File: src/rtl/video_timing_gen_pkg.sv
// video_timing_gen_pkg: shared pattern codes, FSM states, bar colours and the 720p60 timing preset.
package video_timing_gen_pkg;

    typedef enum logic [1:0] {
        PAT_BARS  = 2'd0,
        PAT_GRAD  = 2'd1,
        PAT_SOLID = 2'd2,
        PAT_CHECK = 2'd3
    } pat_e;

    typedef enum logic [1:0] {
        ST_IDLE,
        ST_RUN,
        ST_DRAIN
    } state_e;

    // Colours are {B,G,R}
    localparam logic [23:0] C_WHITE   = 24'hFFFFFF;
    localparam logic [23:0] C_YELLOW  = 24'h00FFFF;
    localparam logic [23:0] C_CYAN    = 24'hFFFF00;
    localparam logic [23:0] C_GREEN   = 24'h00FF00;
    localparam logic [23:0] C_MAGENTA = 24'hFF00FF;
    localparam logic [23:0] C_RED     = 24'h0000FF;
    localparam logic [23:0] C_BLUE    = 24'hFF0000;
    localparam logic [23:0] C_BLACK   = 24'h000000;

    // Element 0 is the leftmost bar
    localparam logic [7:0][23:0] BAR_LUT = {
        C_BLACK, C_BLUE, C_RED, C_MAGENTA, C_GREEN, C_CYAN, C_YELLOW, C_WHITE
    };

    localparam int T720_HACTIVE = 1280;
    localparam int T720_HFP     = 110;
    localparam int T720_HSYNC   = 40;
    localparam int T720_HBP     = 220;
    localparam int T720_VACTIVE = 720;
    localparam int T720_VFP     = 5;
    localparam int T720_VSYNC   = 5;
    localparam int T720_VBP     = 20;

endpackage

File: src/rtl/video_pattern_gen.sv
// video_pattern_gen: registered test-pattern pixel source driven by the raster counters.
// Ports: i_clk/i_res clock and async reset; i_hcnt/i_vcnt raster position; i_de active pixel;
//        i_pat/i_bgr pattern and solid colour for this frame; o_data {B,G,R}, zero outside DE.
// The gradient uses i_hcnt[7:0] and the checker bit 4, so p_hcnt must be at least 8.
module video_pattern_gen
    import video_timing_gen_pkg::*;
#(
    parameter int p_hactive = T720_HACTIVE,
    parameter int p_hcnt    = 11,
    parameter int p_vcnt    = 11
) (
    input  logic              i_clk,
    input  logic              i_res,
    input  logic [p_hcnt-1:0] i_hcnt,
    input  logic [p_vcnt-1:0] i_vcnt,
    input  logic              i_de,
    input  pat_e              i_pat,
    input  logic [23:0]       i_bgr,
    output logic [23:0]       o_data
);

    localparam logic [p_hcnt-1:0] c_bw_last = p_hcnt'(p_hactive / 8 - 1);

    logic [p_hcnt-1:0] r_col, w_col;
    logic [2:0]        r_bar, w_bar;
    logic              w_wrap, w_chk;
    logic [23:0]       w_px;
    logic              w_unused_v;

    // r_col/r_bar describe the previous column; counters advance every clock once
    // hcnt leaves 0, so stepping from them tracks hcnt without a divider.
    always_comb begin
        w_wrap     = r_col == c_bw_last;
        w_col      = (i_hcnt == '0 || w_wrap) ? '0 : r_col + p_hcnt'(1);
        w_bar      = (i_hcnt == '0) ? 3'd0 : !w_wrap ? r_bar : (r_bar == 3'd7) ? 3'd7 : r_bar + 3'd1;
        w_chk      = i_hcnt[4] ^ i_vcnt[4];
        w_unused_v = ^i_vcnt;
        w_px       = (i_pat == PAT_BARS)  ? BAR_LUT[w_bar] :
                     (i_pat == PAT_GRAD)  ? {3{i_hcnt[7:0]}} :
                     (i_pat == PAT_SOLID) ? i_bgr : {24{w_chk}};
    end

    always_ff @(posedge i_clk or posedge i_res) begin
        if (i_res) begin
            r_col  <= '0;
            r_bar  <= '0;
            o_data <= '0;
        end else begin
            r_col  <= w_col;
            r_bar  <= w_bar;
            o_data <= i_de ? w_px : '0;
        end
    end

endmodule

File: src/rtl/video_timing_gen.sv
// video_timing_gen: free-running video source producing vs/hs/de, test-pattern data, sof and frame count.
// Ports: i_clk pixel clock; i_res async active-high reset; i_en run request (stops only at frame end);
//        i_pat/i_bgr pattern select and solid colour, sampled at the start of each frame;
//        o_vs/o_hs/o_de syncs and data enable; o_data {B,G,R}; o_sof first-pixel pulse;
//        o_fcnt frames started; o_busy high outside IDLE. All video outputs lag the counters by 1 clock.
module video_timing_gen
    import video_timing_gen_pkg::*;
#(
    parameter int   p_hactive = T720_HACTIVE,
    parameter int   p_hfp     = T720_HFP,
    parameter int   p_hsync   = T720_HSYNC,
    parameter int   p_hbp     = T720_HBP,
    parameter int   p_vactive = T720_VACTIVE,
    parameter int   p_vfp     = T720_VFP,
    parameter int   p_vsync   = T720_VSYNC,
    parameter int   p_vbp     = T720_VBP,
    parameter logic p_hs_pol  = 1'b1,
    parameter logic p_vs_pol  = 1'b1,
    parameter int   p_hcnt    = 11,
    parameter int   p_vcnt    = 11
) (
    input  logic        i_clk,
    input  logic        i_res,
    input  logic        i_en,
    input  logic [1:0]  i_pat,
    input  logic [23:0] i_bgr,
    output logic        o_vs,
    output logic        o_hs,
    output logic        o_de,
    output logic [23:0] o_data,
    output logic        o_sof,
    output logic [15:0] o_fcnt,
    output logic        o_busy
);

    localparam int c_ht = p_hactive + p_hfp + p_hsync + p_hbp;
    localparam int c_vt = p_vactive + p_vfp + p_vsync + p_vbp;

    localparam logic [p_hcnt-1:0] c_ha     = p_hcnt'(p_hactive);
    localparam logic [p_hcnt-1:0] c_hs_beg = p_hcnt'(p_hactive + p_hfp);
    localparam logic [p_hcnt-1:0] c_hs_end = p_hcnt'(p_hactive + p_hfp + p_hsync);
    localparam logic [p_hcnt-1:0] c_hlast  = p_hcnt'(c_ht - 1);
    localparam logic [p_vcnt-1:0] c_va     = p_vcnt'(p_vactive);
    localparam logic [p_vcnt-1:0] c_vs_beg = p_vcnt'(p_vactive + p_vfp);
    localparam logic [p_vcnt-1:0] c_vs_end = p_vcnt'(p_vactive + p_vfp + p_vsync);
    localparam logic [p_vcnt-1:0] c_vlast  = p_vcnt'(c_vt - 1);

    state_e            r_state, w_next;
    logic [p_hcnt-1:0] r_hcnt;
    logic [p_vcnt-1:0] r_vcnt;
    logic              w_hend, w_vend, w_run, w_origin, w_de, w_hs, w_vs, w_sof;
    logic              r_de, r_hs, r_vs, r_sof;
    logic [15:0]       r_fcnt;
    pat_e              r_pat, w_pat;
    logic [23:0]       r_bgr, w_bgr;

    always_comb begin
        w_hend   = r_hcnt == c_hlast;
        w_vend   = r_vcnt == c_vlast;
        w_run    = r_state != ST_IDLE;
        w_origin = r_hcnt == '0 && r_vcnt == '0;
        w_de     = w_run && r_hcnt < c_ha && r_vcnt < c_va;
        w_hs     = w_run && r_hcnt >= c_hs_beg && r_hcnt < c_hs_end;
        w_vs     = w_run && r_vcnt >= c_vs_beg && r_vcnt < c_vs_end;
        w_sof    = w_run && w_origin;
        // Pixel (0,0) already uses the freshly sampled pattern
        w_pat    = w_origin ? pat_e'(i_pat) : r_pat;
        w_bgr    = w_origin ? i_bgr : r_bgr;
    end

    // Once running, dropping i_en only takes effect at the last pixel of the frame;
    // a drop exactly on that pixel goes straight to IDLE instead of opening a new frame.
    always_comb begin
        w_next = r_state;
        w_next = (r_state == ST_IDLE) ? (i_en ? ST_RUN : ST_IDLE) :
                 i_en ? ST_RUN : (w_hend && w_vend) ? ST_IDLE : ST_DRAIN;
    end

    always_ff @(posedge i_clk or posedge i_res) begin
        if (i_res) begin
            r_state <= ST_IDLE;
            r_hcnt  <= '0;
            r_vcnt  <= '0;
            r_de    <= 1'b0;
            r_hs    <= ~p_hs_pol;
            r_vs    <= ~p_vs_pol;
            r_sof   <= 1'b0;
            r_fcnt  <= '0;
            r_pat   <= PAT_BARS;
            r_bgr   <= '0;
        end else begin
            r_state <= w_next;
            if (w_run) begin
                r_hcnt <= w_hend ? '0 : r_hcnt + p_hcnt'(1);
                if (w_hend)
                    r_vcnt <= w_vend ? '0 : r_vcnt + p_vcnt'(1);
            end
            r_de  <= w_de;
            r_hs  <= w_hs ? p_hs_pol : ~p_hs_pol;
            r_vs  <= w_vs ? p_vs_pol : ~p_vs_pol;
            r_sof <= w_sof;
            if (w_sof)
                r_fcnt <= r_fcnt + 16'd1;
            r_pat <= w_pat;
            r_bgr <= w_bgr;
        end
    end

    video_pattern_gen #(
        .p_hactive(p_hactive),
        .p_hcnt   (p_hcnt),
        .p_vcnt   (p_vcnt)
    ) u_pat (
        .i_clk (i_clk),
        .i_res (i_res),
        .i_hcnt(r_hcnt),
        .i_vcnt(r_vcnt),
        .i_de  (w_de),
        .i_pat (w_pat),
        .i_bgr (w_bgr),
        .o_data(o_data)
    );

    assign o_de   = r_de;
    assign o_hs   = r_hs;
    assign o_vs   = r_vs;
    assign o_sof  = r_sof;
    assign o_fcnt = r_fcnt;
    assign o_busy = w_run;

endmodule

File: config.mk
export PLATFORM = sky130hd
export DESIGN_NAME = video_timing_gen
export DESIGN_NICKNAME = d
export VERILOG_FILES = /design/src/rtl/video_timing_gen_pkg.sv /design/src/rtl/video_pattern_gen.sv /design/src/rtl/video_timing_gen.sv
export SDC_FILE = /design/constraint.sdc
export NUM_CORES = 1
export LEC_CHECK = 0
export ABC_AREA = 1
export CELL_PAD_IN_SITES_DETAIL_PLACEMENT = 1
export CELL_PAD_IN_SITES_GLOBAL_PLACEMENT = 2
export CORE_MARGIN = 2
export CORE_UTILIZATION = 38
export DETAILED_ROUTE_END_ITERATION = 12
export DONT_BUFFER_PORTS = 1
export GPL_TIMING_DRIVEN = 0
export PLACE_DENSITY = 0.91
export SYNTH_ARGS = -nofsm -noshare
export SYNTH_HDL_FRONTEND = slang
export SYNTH_SLANG_ARGS = --single-unit
File: constraint.sdc
create_clock -name i_clk -period 4.05 [get_ports i_clk]
set_clock_uncertainty 0.05 [all_clocks]
set_input_delay 0.6075 -clock i_clk [delete_from_list [all_inputs] [get_ports i_clk]]
set_output_delay 0.6075 -clock i_clk [all_outputs]
set_load 0.02 [all_outputs]
# Yosys cells after proc, flatten, opt, wreduce, memory -nomap -nowiden
# Memories as Yosys holds them, arrays and structs flattened.
# Index checks and enable logic that the tools add are counted.
[classes] addsub=5 n_mul=0 n_div=0 order_cmp=7 n_eq_ne=6 n_shift=0 n_mux=19 bitwise=1 n_reduce_logical=16
[ops] cell="$mux 24" count=6
[ops] cell="$add 11x1->11 const B" count=3
[ops] cell="$mux 11" count=3
[ops] cell="$logic_not 11->1" count=2
[ops] cell="$lt 11x10->1 const B" count=2
[ops] cell="$lt 11x11->1 const B" count=2
[ops] cell="$add 16x1->16 const B" count=1
[ops] cell="$eq 11x10->1 const B" count=1
[ops] cell="$eq 11x11->1 const B" count=1
[ops] cell="$eq 11x8->1 const B" count=1
[ops] cell="$ge 11x10->1 const B" count=1
[ops] cell="$ge 11x11->1 const B" count=1
[ops] cell="$logic_and 1x1->1" count=9
[ops] cell="$mux 3" count=3
[ops] cell="$mux 2" count=4
[ops] cell="$logic_not 2->1" count=2
[ops] cell="$lt 3x4->1 const B" count=1
[ops] cell="$add 3x1->3 const B" count=1
[ops] cell="$eq 3x3->1 const B" count=1
[ops] cell="$mux 1" count=3
[ops] cell="$eq 2x1->1 const B" count=1
[ops] cell="$eq 2x2->1 const B" count=1
[ops] cell="$reduce_and 2->1" count=1
[ops] cell="$reduce_bool 2->1" count=1
[ops] cell="2 further kinds" count=2
[word_totals] reg_bits=108 latchBits=0 mem_bits_rw=0 rom_bits=192 in_bits=29 output_inout_bits=45 word_cells=68 n_memories=1
[memory_table] memory="(no name shown)" words=8 width=24 rd=1 rd_clocked_by_memory_dff=0 wr=0 line="video_pattern_gen.sv:38" text="w_px = (i_pat == PAT_BARS) ? BAR_LUT[w_bar] :"

# Logic depth before layout (Yosys ltp)
[depth] ltp_word=8 mapped_depth=12 mapped_depth_nobuf=11

# Hierarchy
# Synthesis repeated with hierarchy kept, for this count alone.
[unflattened] cells_unflattened=757 area_unflattened_um2=5818.1
[by_module_without_submodules] mod="video_timing_gen" instances=1 cells_each=513 area_per_inst_um2=3827.4 seq_area_each_um2=1751.7
[by_module_without_submodules] mod="video_pattern_gen" instances=1 cells_each=244 area_per_inst_um2=1990.7 seq_area_each_um2=950.9

# Least setup slack after synthesis
# OpenSTA, ideal clock, no wires.
[synth_path] path_type="register to register" startpoint="register r_hcnt[0]" endpoint="register u_pat.o_data[0]" setup_time_ps=116 arrival_time_ps=1703 required_time_ps=3884 slack_ps=2181 path_stages_with_launch=13 n_path_buf=1 period_less_slack_ps=1869 path_cell_list="dfrtp_1 > inv_1 > ha_1 > nand3_2 > nor2_8 > nand2_4 > nand2_2 > nand2_4 > buf_6 > nor2_4 > nand2_4 > nand2_8 > nor2_2"
[synth_between] elab_chain_cells=8 elab_cells_between_ends=17 cone_classes="order compare: 1; eq/ne: 2; mux: 8; reduce/logical: 5; memory: 1"
[synth_rtl] element="from (decl)" line="video_timing_gen.sv:49" text="logic [p_hcnt-1:0] r_hcnt;"
[synth_rtl] element="from (signal assigned)" line="video_timing_gen.sv:94" text="r_hcnt <= w_hend ? '0 : r_hcnt + p_hcnt'(1);"
[synth_rtl] element="$logic_not 11->1 *" line="video_timing_gen.sv:61" text="w_origin = r_hcnt == '0 && r_vcnt == '0;"
[synth_rtl] element="$logic_and 1x1->1 *" line="video_timing_gen.sv:61"
[synth_rtl] element="$mux 2 *" line="video_timing_gen.sv:67" text="w_pat = w_origin ? pat_e'(i_pat) : r_pat;"
[synth_rtl] element="named net u_pat.i_pat[0]" line="video_pattern_gen.sv:17" text="input pat_e i_pat,"
[synth_rtl] element="$eq 2x2->1" line="video_pattern_gen.sv:40" text="(i_pat == PAT_SOLID) ? i_bgr : {24{w_chk}};"
[synth_rtl] element="$mux 24" line="video_pattern_gen.sv:40"
[synth_rtl] element="$mux 24" line="video_pattern_gen.sv:39" text="(i_pat == PAT_GRAD) ? {3{i_hcnt[7:0]}} :"
[synth_rtl] element="$mux 24 *" line="video_pattern_gen.sv:38"
[synth_rtl] element="$mux 24 *" line="video_pattern_gen.sv:51" text="o_data <= i_de ? w_px : '0;"
[synth_rtl] element="to (signal assigned)" line="video_pattern_gen.sv:51"
[synth_rtl] element="to (decl)" line="video_pattern_gen.sv:19" text="output logic [23:0] o_data"
# The timed path passes the listed nets; every way through them passes the cells marked *. The select of a mux whose other input is x is not followed.
# A chain may end at the register's enable or synchronous reset.

# Worst setup path after layout
[layout_path] startpoint="register r_state[1]" endpoint="output port o_busy"
[layout_between] elab_chain_cells=1
[layout_rtl] element="from (decl)" line="video_timing_gen.sv:48" text="state_e r_state, w_next;"
[layout_rtl] element="from (signal assigned)" line="video_timing_gen.sv:92" text="r_state <= w_next;"
[layout_rtl] element="$reduce_bool 2->1" line="video_timing_gen.sv:60" text="w_run = r_state != ST_IDLE;"
[layout_rtl] element="to (decl)" line="video_timing_gen.sv:33" text="output logic o_busy"
# No other way between the ends.

==> qor.txt <==
outcome - completed
Synth Area in XOR/XNOR - 0.0364
vias after detailed routing - 4,639
I/O Buffers - 0
post-synthesis compound-gate area fraction - 0.0349
top post-synthesis cells by area - dfrtp_1, nand3_1, inv_1
vias in the first global route - 5,054
Fmax - 430 MHz
Setup crit end kind - output pin
WL per Instance - 16.3 um
maximum vdd drop - 251 uV
DRT antenna net count - 0
Detailed Routing Iterations Pass 1 - 4
critical path fanouts, max - 10
Post-synth ARST share - 1.00
initial antenna violation count - 0
Post-CTS Setup Inserts - 0
Critical Path RT - 3390 ps
Synth top area share - 0.468
final instance area - 0.00633 mm^2
num ports - 74
unrepaired setup endpoints after global routing - false
H-tree levels - 3
R2R setup slack - 1770 ps
final hold vios - 0
initial core utilization - 0.384
initial DRC count - 203
die area - 0.0162 mm^2
MaxCap Viol Count - 0
synth unique cells - 35
placed cell area - 0.00604 mm^2
crit path DAT - 1670 ps
period utilisation layout - 0.574
CTS buffer count - 9
Die H - 127 um
register area share after synthesis - 0.468
Leak - 3.23 nW
final setup fails - 0
Power, Total - 3.95 mW
row cnt - 45
Slew Viols, Final - 0
max incr delay on CP - 400 ps
startpoint types - flip-flop
CTS Hold Bufs - 0
Die Wd - 127 um
Yosys reg bits - 108
n_diodes - 0
root buf cell - clkbuf_16
max_slew headroom - 0.536
CTS tree - yes
Synth Area in Adders - 0.0195
CP Class - flip-flop to output pin
clk_lat worst skew - 360 ps
Mapped Cells - 706
GR Overflow Total - 0
Syn Area/Cell - 8.18 um^2
gpl congestion - 0.863
pre-CTS WS - 1770 ps
Core Footprint - 0.0150 mm^2
first-pass GRT wire length - 25,400 um
Synth Net Count - 744
GRT Overall Usage - 0.197
Max Root-Sink Buffers - 2
Power Dens Cells - 624 mW/mm^2
CP Cell Sequence - nor2_1 -> inv_1 -> clkbuf_1
slowest stage cell, crit path - nor2_1
Synth Flop Type - dfrtp_1
largest net degree at the start of global routing - 72
multiplexer share of the synthesized area - 0
Commonest cells post-synth - inv_1, nand2_1, nand3_1, dfrtp_1, nor2_1
share of cells above drive strength 1 - 0.105
Setup TNS - 0 ps
Cell Area, Synth - 0.00577 mm^2
Area Growth Syn to Fin - 9.66%
worst setup margin - 1720 ps
vias per cell - 5.09
Synth area leader - dfrtp_1
DRC - 0
most frequent cell after synthesis - inv_1
Post-synth EDFFs - 0
Tmin final - 2330 ps
largest family of logic cells by synthesized area - simple AND/OR/NAND/NOR gates
Simple-Gate Fraction of Synth Area - 0.331
slew of the pin with the lowest slew margin - 696 ps
detailed placer's ending HPWL - 11,400 um
Reg clk slew, reported paths - 80 ps
number of warnings issued by yosys - 0
Hold Path Class - input pin to async pin
layout net count - 756
clock sinks - 108
Total Wirelength - 14,900 um
PostCTS Resize Cnt - 0
[flip-flops by register name (all words and copies together), names as in the netlist]
signal,flops
o_de,1
o_fcnt,16
o_hs,1
o_sof,1
o_vs,1
r_bgr,24
r_hcnt,11
r_pat,2
r_state,2
r_vcnt,11
u_pat.o_data,24
u_pat.r_bar,3
u_pat.r_col,11
[critical path: cells and delay by family, from the launching register on]
family,cells,cell delay (ps)
and+or+nand+nor,1,400
DFF,1,370
buffers and inverters,2,540
[power breakdown]
group          total (mW)  switching (mW)  internal, mW
registers            1.78           0.363          1.42
logic                1.29           0.854         0.437
clock network       0.885           0.405         0.480
[routing by layer]
layer,track usage,vias up,routed length [um]
met3,0.0369,19,437
li1,-,2248,-
met5,0,-,0
met1,0.247,2303,6480
met2,0.343,69,7690
met4,0.0633,0,251
[worst paths after layout]
check,start,endpoint,cells after the start
min in group i_clk,i_en,r_state[0],0
hold / removal,i_res,o_fcnt[12],1
hold reg to reg,u_pat.r_col[0],u_pat.r_col[0],1
max in group asynchronous,i_res,r_hcnt[4],2
setup reg to reg,r_hcnt[1],u_pat.o_data[23],10
setup / recovery,r_state[1],o_busy,3
[cell usage in the layout, fill, tap and decap left out, types with 3 or more instances in the layout]
master,count
inv_1,124
nand2_1,121
nand3_1,112
dfrtp_1,108
nor2_1,66
o21ai_0,20
nand4_1,16
xor2_1,16
nor3_1,13
nor2_2,11
a21oi_1,10
ha_1,9
clkbuf_16,9
xnor2_1,8
buf_4,8
buf_2,7
buf_6,5
nor2_4,5
nor3b_1,5
nand2_4,5
nand2_2,5
o31ai_1,4
nand3_2,4
clkbuf_1,3
nand3_4,3
nand3b_1,3
nor4_1,3
[layout make-up]
type	instances	area (um^2)
clock inverters	6	63.8
flip-flops and latches	108	2700
multi-input cells	449	2440
repair buffers	1	27.5
inverters	127	479
well taps	188	235
plain buffers	22	159
clock buffers	10	229
fillers	1852	8700
[cell families (layout without fill, tap and decap cells)]
logic type	Yosys count	after routing
adder cells (fa/ha/maj)	9	9
buffers and inverters	149	166
AND/OR/NAND/NOR	379	379
XOR/XNOR	24	24
flip-flops	108	108
AO/OA/AOI/OAI	37	37
[stage by stage]
stage,util,hold WS (ps),instances
after floorplan,-,405,706
after global placement,0.400,418,894
after global routing,0.421,146,911
final,0.421,109,911
after detailed placement,0.402,458,895
after CTS,0.421,126,911
(Power assumes the default switching activity.)
